## src/rtl/pipe_ctrl_if.sv

```systemverilog
// Hazard-controller bundle: id/exe hazard inputs and divider handshake from the pipeline,
// per-stage stall/flush controls and divider start/abort back to it.
`ifndef RADDR_WIDTH
`define RADDR_WIDTH 5
`endif

interface pipe_ctrl_if #(
    parameter int CNT_WIDTH = 32
);
    logic                    id_reg1_re_i;
    logic [`RADDR_WIDTH-1:0] id_reg1_raddr_i;
    logic                    id_reg2_re_i;
    logic [`RADDR_WIDTH-1:0] id_reg2_raddr_i;
    logic                    exe_is_load_i;
    logic                    exe_reg_we_i;
    logic [`RADDR_WIDTH-1:0] exe_reg_waddr_i;
    logic                    exe_jump_i;
    logic                    div_req_i;
    logic                    div_done_i;

    logic [4:0]              stall_o;
    logic                    flush_if_id_o;
    logic                    flush_id_exe_o;
    logic                    div_start_o;
    logic                    div_abort_o;
    logic [CNT_WIDTH-1:0]    stall_cnt_o;

    // Pipeline side: presents hazard/divider status, obeys the controls.
    modport master (
        output id_reg1_re_i, id_reg1_raddr_i, id_reg2_re_i, id_reg2_raddr_i,
        output exe_is_load_i, exe_reg_we_i, exe_reg_waddr_i, exe_jump_i,
        output div_req_i, div_done_i,
        input  stall_o, flush_if_id_o, flush_id_exe_o, div_start_o, div_abort_o, stall_cnt_o
    );

    modport slave (
        input  id_reg1_re_i, id_reg1_raddr_i, id_reg2_re_i, id_reg2_raddr_i,
        input  exe_is_load_i, exe_reg_we_i, exe_reg_waddr_i, exe_jump_i,
        input  div_req_i, div_done_i,
        output stall_o, flush_if_id_o, flush_id_exe_o, div_start_o, div_abort_o, stall_cnt_o
    );
endinterface

```

## src/rtl/pipe_ctrl.sv

```systemverilog
// Stall/flush controller for load-use, multi-cycle divide and exe-resolved jumps; controls are
// combinational (0 cycles), only the stall counter is registered. Optional divider timeout: DIV_TIMEOUT_EN.
module pipe_ctrl #(
    parameter int DIV_TIMEOUT = 64,
    parameter int CNT_WIDTH   = 32
) (
    input  logic        clk_i,
    input  logic        rst_i,
    pipe_ctrl_if.slave  ctl
);

    typedef enum logic [1:0] {
        IDLE = 2'd0,
        BUSY = 2'd1,
        DONE = 2'd2
    } div_state_e;

    div_state_e           state;
    div_state_e           state_nxt;
    logic                 rs1_hit;
    logic                 rs2_hit;
    logic                 lu;
    logic                 div_stall;
    logic                 timeout;
    logic                 abort_q;
    logic [4:0]           stall;
    logic                 flush_if_id;
    logic                 flush_id_exe;
    logic                 div_start;
    logic                 div_abort;
    logic [CNT_WIDTH-1:0] stall_cnt;

    if (DIV_TIMEOUT < 1) begin : g_bad_timeout
        $error("pipe_ctrl: DIV_TIMEOUT must be at least 1");
    end

    // x0 never carries a real dependency, so a load targeting it cannot create a hazard.
    assign rs1_hit = ctl.id_reg1_re_i && (ctl.id_reg1_raddr_i == ctl.exe_reg_waddr_i);
    assign rs2_hit = ctl.id_reg2_re_i && (ctl.id_reg2_raddr_i == ctl.exe_reg_waddr_i);
    assign lu      = ctl.exe_is_load_i && ctl.exe_reg_we_i && (|ctl.exe_reg_waddr_i)
                     && (rs1_hit || rs2_hit);

    assign div_stall = ((state == IDLE) && ctl.div_req_i) || (state == BUSY);

`ifdef DIV_TIMEOUT_EN
    localparam int TW = (DIV_TIMEOUT > 1) ? $clog2(DIV_TIMEOUT) : 1;

    logic [TW-1:0] busy_cnt;

    // Counter sits at zero outside BUSY, so the first BUSY cycle always sees 0.
    always_ff @(posedge clk_i) begin
        if (rst_i) begin
            busy_cnt <= '0;
        end else if (state != BUSY) begin
            busy_cnt <= '0;
        end else begin
            busy_cnt <= busy_cnt + 1'b1;
        end
    end

    assign timeout = (state == BUSY) && (busy_cnt == TW'(DIV_TIMEOUT - 1));

    // A done arriving with the timeout is a real result, so it cancels the abort.
    always_ff @(posedge clk_i) begin
        if (rst_i) begin
            abort_q <= 1'b0;
        end else begin
            abort_q <= timeout && !ctl.div_done_i;
        end
    end
`else
    assign timeout = 1'b0;
    assign abort_q = 1'b0;
`endif

    always_ff @(posedge clk_i) begin
        if (rst_i) begin
            state <= IDLE;
        end else begin
            state <= state_nxt;
        end
    end

    always_comb begin
        state_nxt = state;
        unique case (state)
            IDLE:    if (ctl.div_req_i) state_nxt = BUSY;
            BUSY:    if (ctl.div_done_i || timeout) state_nxt = DONE;
            DONE:    state_nxt = IDLE;
            default: state_nxt = IDLE;
        endcase
    end

    // Divider stall outranks a jump (exe is frozen, so the jump is not yet final) and a
    // jump outranks load-use (the dependent instruction is wrong-path anyway).
    always_comb begin
        stall        = 5'b00000;
        flush_if_id  = 1'b0;
        flush_id_exe = 1'b0;
        div_start    = 1'b0;
        div_abort    = 1'b0;
        if (!rst_i) begin
            div_start = (state == IDLE) && ctl.div_req_i;
            div_abort = (state == DONE) && abort_q;
            if (div_stall) begin
                stall = 5'b01111;
            end else if (ctl.exe_jump_i) begin
                flush_if_id  = 1'b1;
                flush_id_exe = 1'b1;
            end else if (lu) begin
                stall        = 5'b00111;
                flush_id_exe = 1'b1;
            end
        end
    end

    always_ff @(posedge clk_i) begin
        if (rst_i) begin
            stall_cnt <= '0;
        end else if (|stall) begin
            stall_cnt <= stall_cnt + 1'b1;
        end
    end

    assign ctl.stall_o        = stall;
    assign ctl.flush_if_id_o  = flush_if_id;
    assign ctl.flush_id_exe_o = flush_id_exe;
    assign ctl.div_start_o    = div_start;
    assign ctl.div_abort_o    = div_abort;
    assign ctl.stall_cnt_o    = stall_cnt;

endmodule

```

## src/flat_wrapper.sv

```systemverilog
// flat-port wrapper written by rule: the top's interface ports become plain ports
module pipe_ctrl_flat 
#(
    parameter int DIV_TIMEOUT = 64,
    parameter int CNT_WIDTH   = 32
)
  (clk_i, rst_i, ctl_id_reg1_re_i, ctl_id_reg1_raddr_i, ctl_id_reg2_re_i, ctl_id_reg2_raddr_i, ctl_exe_is_load_i, ctl_exe_reg_we_i, ctl_exe_reg_waddr_i, ctl_exe_jump_i, ctl_div_req_i, ctl_div_done_i, ctl_stall_o, ctl_flush_if_id_o, ctl_flush_id_exe_o, ctl_div_start_o, ctl_div_abort_o, ctl_stall_cnt_o);
  pipe_ctrl_if #(.CNT_WIDTH(CNT_WIDTH)) ctl_i ();
  input  logic clk_i;
  input  logic rst_i;
  input wire logic [$bits(ctl_i.id_reg1_re_i)-1:0] ctl_id_reg1_re_i;
  input wire logic [$bits(ctl_i.id_reg1_raddr_i)-1:0] ctl_id_reg1_raddr_i;
  input wire logic [$bits(ctl_i.id_reg2_re_i)-1:0] ctl_id_reg2_re_i;
  input wire logic [$bits(ctl_i.id_reg2_raddr_i)-1:0] ctl_id_reg2_raddr_i;
  input wire logic [$bits(ctl_i.exe_is_load_i)-1:0] ctl_exe_is_load_i;
  input wire logic [$bits(ctl_i.exe_reg_we_i)-1:0] ctl_exe_reg_we_i;
  input wire logic [$bits(ctl_i.exe_reg_waddr_i)-1:0] ctl_exe_reg_waddr_i;
  input wire logic [$bits(ctl_i.exe_jump_i)-1:0] ctl_exe_jump_i;
  input wire logic [$bits(ctl_i.div_req_i)-1:0] ctl_div_req_i;
  input wire logic [$bits(ctl_i.div_done_i)-1:0] ctl_div_done_i;
  output wire logic [$bits(ctl_i.stall_o)-1:0] ctl_stall_o;
  output wire logic [$bits(ctl_i.flush_if_id_o)-1:0] ctl_flush_if_id_o;
  output wire logic [$bits(ctl_i.flush_id_exe_o)-1:0] ctl_flush_id_exe_o;
  output wire logic [$bits(ctl_i.div_start_o)-1:0] ctl_div_start_o;
  output wire logic [$bits(ctl_i.div_abort_o)-1:0] ctl_div_abort_o;
  output wire logic [$bits(ctl_i.stall_cnt_o)-1:0] ctl_stall_cnt_o;
  assign ctl_i.id_reg1_re_i = ctl_id_reg1_re_i;
  assign ctl_i.id_reg1_raddr_i = ctl_id_reg1_raddr_i;
  assign ctl_i.id_reg2_re_i = ctl_id_reg2_re_i;
  assign ctl_i.id_reg2_raddr_i = ctl_id_reg2_raddr_i;
  assign ctl_i.exe_is_load_i = ctl_exe_is_load_i;
  assign ctl_i.exe_reg_we_i = ctl_exe_reg_we_i;
  assign ctl_i.exe_reg_waddr_i = ctl_exe_reg_waddr_i;
  assign ctl_i.exe_jump_i = ctl_exe_jump_i;
  assign ctl_i.div_req_i = ctl_div_req_i;
  assign ctl_i.div_done_i = ctl_div_done_i;
  assign ctl_stall_o = ctl_i.stall_o;
  assign ctl_flush_if_id_o = ctl_i.flush_if_id_o;
  assign ctl_flush_id_exe_o = ctl_i.flush_id_exe_o;
  assign ctl_div_start_o = ctl_i.div_start_o;
  assign ctl_div_abort_o = ctl_i.div_abort_o;
  assign ctl_stall_cnt_o = ctl_i.stall_cnt_o;
  pipe_ctrl #(.DIV_TIMEOUT(DIV_TIMEOUT), .CNT_WIDTH(CNT_WIDTH)) u_core (.clk_i(clk_i), .rst_i(rst_i), .ctl(ctl_i));
endmodule
```

## config.mk

```make
export PLATFORM = sky130hd
export DESIGN_NAME = pipe_ctrl_flat
export DESIGN_NICKNAME = d
export VERILOG_FILES = /design/src/rtl/pipe_ctrl_if.sv /design/src/rtl/pipe_ctrl.sv /design/src/flat_wrapper.sv
export SDC_FILE = /design/constraint.sdc
export NUM_CORES = 1
export LEC_CHECK = 0
export CORE_ASPECT_RATIO = 0.8
export CORE_UTILIZATION = 40
export DETAILED_ROUTE_END_ITERATION = 8
export GPL_TIMING_DRIVEN = 0
export PLACE_DENSITY_LB_ADDON = 0.12
export SYNTH_ARGS = -nofsm -noshare
export SYNTH_HDL_FRONTEND = slang
export SYNTH_SLANG_ARGS = --single-unit
```

## constraint.sdc

```tcl
create_clock -name clk_i -period 3.7 [get_ports clk_i]
set_input_delay 0.74 -clock clk_i [delete_from_list [all_inputs] [get_ports clk_i]]
set_output_delay 0.74 -clock clk_i [all_outputs]
set_load 0.01 [all_outputs]
```

==> metrics, run 1 <==
status=finished clean; fin util=0.6225; period utilization=0.9819; drt total wl=4.827 mm; Nets=324; Place WS=-164.5 ps; RSZ-0062 raised after global routing=false; path type of the worst setup path=primary input to primary output; Max stage delay cell, worst path=or4_4; clock slew at reported path FFs=70 ps; Syn Std Cell Area=0.001892 mm^2; post-DR wirelength/cell=13.60 um; H-tree depth=2; clk root buf=clkbuf_8; WP depth=7; clk_skew=3.094 ps; DIE WIDTH=78.89 um; Rows=21; crit path from=ctl_exe_reg_waddr_i[2]; Yosys warnings=0; Die Y=63.51 um; vias in the first global route=1671; multi-input logic area=0.001102 mm^2; largest net degree at the start of global routing=11; Worst-Margin Slew=545.1 ps; Post-route DRC=0; Design Power=754.8 uW; startpoint types=primary input; cts bufs inserted=5; clock buffer depth=2; Slew HR=0.6353; Initial Util=0.4337; GPL Wtd Cong=0.7521; Layout Area Growth over Synthesis=43.52%; diode count=0; average footprint of a synthesized cell=8.408 um^2; crit path capture type=primary output; slowest cell delay on critical path=560 ps; Synth cell types=41; crit path DAT=2890 ps; global-route wire length before repair=7.824 mm; grt total ovfl=0; buffers added on ports=62; I/O pin count=65; Seq/Total Area, Yosys=0.3598; final setup fails=0; CP bufs+invs=3; drt via density=5.386; critical path's top delay family=buffers and inverters; Worst Reg-to-Reg Cells=6; TNS Setup=0 ps; core region area=0.004362 mm^2; Hold Crit Class=flip-flop to flip-flop; reg2reg start=u_core.ctl.stall_cnt_o[7]$_SDFFE_PP0P_; max cap viols=0; Final ANT Viol Nets=0; Hold Slack=454.8 ps; Fin. Hold Viols=0; DR pass1 iterations=4; Final min period=3633 ps; hold depth=1; initial antenna violation count=0; clk sinks=34; die area=0.005010 mm^2; Worst VDD drop=0.2870 mV; Worst Path Max Fanout=3; gr usage total=0.1966; Critical Path RT=2960 ps; CTS tree=done; layout cells sized above 1=0.1107; Synth Register Bits=34; PD cells=278.0 mW/mm^2; P_leak=0.0008687 uW; crit-path cells=clkdlybuf4s50_1, or4_4, o211a_4, a31oi_4, nor2_2, buf_4, clkdlybuf4s50_1; initial drt markers=95; Synth Instances=225; Final WS setup=66.93 ps; Hold Startpoint=u_core.state[1]$_SDFFE_PP0P_; dpl hpwl=3.473 mm; total number of vias=1912; Fill cells=436; max-slew violation count=0; critical path's most frequent cell=clkdlybuf4s50_1; register cell area after layout=680.7 um^2; Worst-Skew Late Latency=280 ps; Peak Freq=275.2 MHz
cell type report:
class	count	area share
Inverter	10	0.01382
Tap cell	57	0.02627
Buffer	13	0.03134
Sequential cell	34	0.2507
Clock buffer	6	0.03041
Multi-Input combinational cell	169	0.4060
Timing Repair Buffer	66	0.2415
placed cells by master (no fill, tap or decap), types with 2 or more instances in the layout:
cell / instances
clkbuf_8: 6
and3_1: 6
buf_4: 8
inv_1: 10
conb_1: 2
xor2_1: 2
nand2_1: 14
dfxtp_1: 34
clkdlybuf4s50_1: 60
nand3_1: 12
buf_2: 2
dlymetal6s2s_1: 2
clkbuf_1: 5
nor2b_1: 3
o31ai_1: 11
nor3_1: 4
a21oi_2: 3
o21ai_0: 11
nor2_1: 10
o21ai_1: 5
nand4_1: 5
or3_1: 16
a21oi_1: 25
xnor2_1: 11
nor2_2: 2
or4_1: 11
registers in the layout (all words and copies together), names as in the netlist:
register                flops
u_core.state                2
u_core.ctl.stall_cnt_o     32
path summary, 6_finish.rpt:
check                                                 end  slack, ps
setup / recovery                           ctl_stall_o[1]         70
hold / removal               u_core.state[1]$_SDFFE_PP0P_        450
setup reg to reg  u_core.ctl.stall_cnt_o[24]$_SDFFE_PP0P_       1540
hold reg to reg              u_core.state[1]$_SDFFE_PP0P_        450
report_power, final:
group / switching, uW / internal (uW) / leakage [uW]
logic: 46.2 / 62.0 / 0.000551
clock network: 126 / 143 / 0.0000431
registers: 6.24 / 371 / 0.000275
total: 178 / 577 / 0.000869
worst reg2reg max path, stage by stage, from the launching register on:
cell      delay (ps)
dfxtp_1          400
nand4_1          200
nor3_1           330
nand3_1          280
clkbuf_1         290
or4_1            440
a21oi_1          150
per-stage QoR:
| stage | cell area [um^2] | cells |
|---|---|---|
| 2_1_floorplan | 1896 | 226 |
| 3_3_place_gp | 2587 | 345 |
| 3_5_place_dp | 2587 | 345 |
| 4_1_cts | 2685 | 352 |
| 5_1_grt | 2715 | 355 |
| 6_report | 2715 | 355 |
Yosys cell counts (all sizes together):
cell      n  area, um^2
nor2     12       47.55
o211a     1       10.01
o22ai     1       20.02
xnor2    11       96.34
xor2      2       17.52
ha        1       12.51
a21oi    28       151.4
nand4     5       31.28
or3      16       100.1
dfxtp    34       680.7
o21ai    16       80.07
buf       8       66.31
nand2    14       52.55
nor4      1       12.51
a32oi     1       8.760
nor2b     3       18.77
and2      1       6.260
or4      12       93.84
mux2      1       15.01
conb      1       3.750
clkbuf    5       18.77
nor3      4       20.02
o31ai    11       82.58
a2bb2oi   1       15.01
and3      6       37.54
a21boi    1       18.77
inv      10       37.54
nand3    12       60.06
mux2i     1       10.01
o211ai    1       12.51
and4      1       8.760
nor4b     2       23.77
a31oi     1       21.27
logic make-up after synthesis:
group / Yosys count / share of synthesized area
other: 1 / 0.001982
AO/OA/AOI/OAI: 62 / 0.2222
multiplexers: 2 / 0.01323
XOR/XNOR: 13 / 0.06019
flip-flops: 34 / 0.3598
AND/OR/NAND/NOR: 89 / 0.2712
adder cells (fa/ha/maj): 1 / 0.006613
buffers and inverters: 23 / 0.06482
repair_timing:
| action | 4_1_cts | 5_1_grt |
|---|---|---|
| endpoints found under the setup margin | 3 | 3 |
| resized for setup | 1 | 3 |
| pin swaps | 1 | 1 |
| hold buffers | 0 | 0 |
| setup buffers | 1 | 3 |
metal layers:
| layer | up-vias | track usage | part of all wire |
|---|---|---|---|
| met5 | - | 0 | 0 |
| met4 | 0 | 0.04773 | 0.0083 |
| met3 | 5 | 0.04203 | 0.050 |
| met2 | 52 | 0.2804 | 0.43 |
| met1 | 884 | 0.2965 | 0.51 |
| li1 | 971 | - | - |
Note: power is estimated with default switching activity, not from simulation.
==> run 2: changes to the inputs <==
Settings changed: CORE_ASPECT_RATIO 0.8 to not set.
==> run 2 against run 1 <==
- the flow now finishes with violations (DRC)
- combinational power about the same
- global-route usage up 0.83 points
- maximum frequency down 0.30%
- sequential cell count unchanged
- clock-buffer cell count unchanged
- utilization down 1.6 points
- sequential power about the same
- clock skew up 3.6 ps
- via count up 0.42%
- register-to-register slack worse by 40 ps
- power up 0.48%
- critical path type unchanged
- largest power group unchanged
==> metrics, run 2 (synthesis gave the netlist of run 1 again) <==
status=finished, violations left; violated checks=DRC; DR pass1 iterations=6; Worst-Margin Slew=553.7 ps; critical path capture point=ctl_stall_o[2]; period utilization=0.9848; Slew HR=0.6295; die area=0.005008 mm^2; Fin. Hold Viols=0; Worst VDD drop=0.1942 mV; M3 GR Usage=0.06695; Final min period=3644 ps; most common cell after layout, fill and taps aside=clkdlybuf4s50_1; Initial Util=0.4257; gr usage total=0.2049; Worst-Skew Late Latency=280 ps; clock slew at reported path FFs=70 ps; Place WS=-160.7 ps; path type of the worst setup path=primary input to primary output; Nets=323; clk_skew=6.670 ps; final setup fails=0; Final WS setup=56.15 ps; clk root buf=clkbuf_8; H-tree depth=2; TNS Setup=0 ps; crit path DAT=2900 ps; P_leak=0.0008440 uW; crit path from=ctl_exe_reg_waddr_i[1]; DIE WIDTH=70.77 um; startpoint types=primary input; Die Y=70.77 um; crit path capture type=primary output; global-route wire length before repair=8.031 mm; PD cells=281.2 mW/mm^2; post-DR wirelength/cell=14.33 um; buffers added on ports=62; diode count=0; initial drt markers=90; M2 GR Usage=0.2927; Peak Freq=274.4 MHz; largest net degree at the start of global routing=11; drt total wl=5.000 mm; reg2reg start=u_core.ctl.stall_cnt_o[7]$_SDFFE_PP0P_; Worst Reg-to-Reg Cells=6; layout cells sized above 1=0.1111; M1 GR Usage=0.2914; dpl hpwl=3.538 mm; I/O pin count=65; CTS tree=done; hold depth=1; worst r2r dst=u_core.ctl.stall_cnt_o[24]$_SDFFE_PP0P_; GPL Wtd Cong=0.7605; drt via density=5.501; Worst Path Max Fanout=3; max cap viols=0; fin util=0.6070; RSZ-0062 raised after global routing=false; Design Power=758.4 uW; Critical Path RT=2960 ps; Final ANT Viol Nets=0; vias in the first global route=1698; Hold Slack=454.2 ps; max reg flops=32; Rows=24; core region area=0.004444 mm^2; commonest cells after routing, fill and taps aside=clkdlybuf4s50_1 (62), dfxtp_1 (34), a21oi_1 (25); Layout Area Growth over Synthesis=42.59%; grt total ovfl=0; cts bufs inserted=5; Post-route DRC=10; clk sinks=34; clock buffer depth=2; Reg2Reg Setup Slack=1500 ps; Hold Crit Class=flip-flop to flip-flop; max-slew violation count=0; most used routing layer=met2; total number of vias=1920; initial antenna violation count=0
-- run 2: cell count changes in the layout (fill, tap and decap cells not counted), sizes merged --
cell           change
dlymetal6s2s       -2
buf                -1
clkdlybuf4s50      +2
-- run 2: worst min-delay path by stage --
stage | start | to | slack, ps
finish | u_core.state[1]$_SDFFE_PP0P_ | u_core.state[1]$_SDFFE_PP0P_ | 450
global route | u_core.state[1]$_SDFFE_PP0P_ | u_core.state[1]$_SDFFE_PP0P_ | 490
CTS | u_core.state[1]$_SDFFE_PP0P_ | u_core.state[1]$_SDFFE_PP0P_ | 450
detailed placement | u_core.state[1]$_SDFFE_PP0P_ | u_core.state[1]$_SDFFE_PP0P_ | 440
global placement | u_core.state[1]$_SDFFE_PP0P_ | u_core.state[1]$_SDFFE_PP0P_ | 440
floorplan | u_core.state[1]$_SDFFE_PP0P_ | u_core.state[1]$_SDFFE_PP0P_ | 420
-- run 2: repair_timing --
action / 4_1_cts / 5_1_grt
resized for setup: 1 / 3
hold buffers: 0 / 0
buffers inserted: 1 / 2
setup endpoints to repair: 3 / 3
hold endpoints to repair: 0 / 0
pin swaps: 1 / 1
-- run 2: area by class of cell --
type,instances,area [um^2]
repair buffers,65,643.1
multi-input cells,169,1102
plain buffers,13,86.33
fillers,399,1747
well taps,52,65.06
clock buffers,6,82.58
inverters,10,37.54
flip-flops and latches,34,680.7
-- run 2: power breakdown --
group | internal (uW) | switching [uW] | leakage (uW)
combinational | 62.2 | 47.7 | 0.000526
sequential | 371 | 6.31 | 0.000275
clock | 143 | 128 | 0.0000431
-- run 2: per-layer routing --
| layer | wire [um] | share of wire |
|---|---|---|
| met1 | 2447 | 0.49 |
| met2 | 2091 | 0.42 |
| met3 | 409 | 0.082 |
| met4 | 51 | 0.010 |
| met5 | 0 | 0 |
-- run 2: metrics by stage --
stage / cells / cell area (um^2)
2_1_floorplan: 226 / 1896
6_report: 349 / 2698
5_1_grt: 349 / 2698
3_5_place_dp: 340 / 2581
3_3_place_gp: 340 / 2581
4_1_cts: 347 / 2679
-- run 2: worst max-delay path, cell delays in order --
cell and delay [ps]:
clkdlybuf4s50_1 470, or4_4 580, o211a_4 270, a31oi_4 170, nor2_2 70, buf_4 140, clkdlybuf4s50_1 470
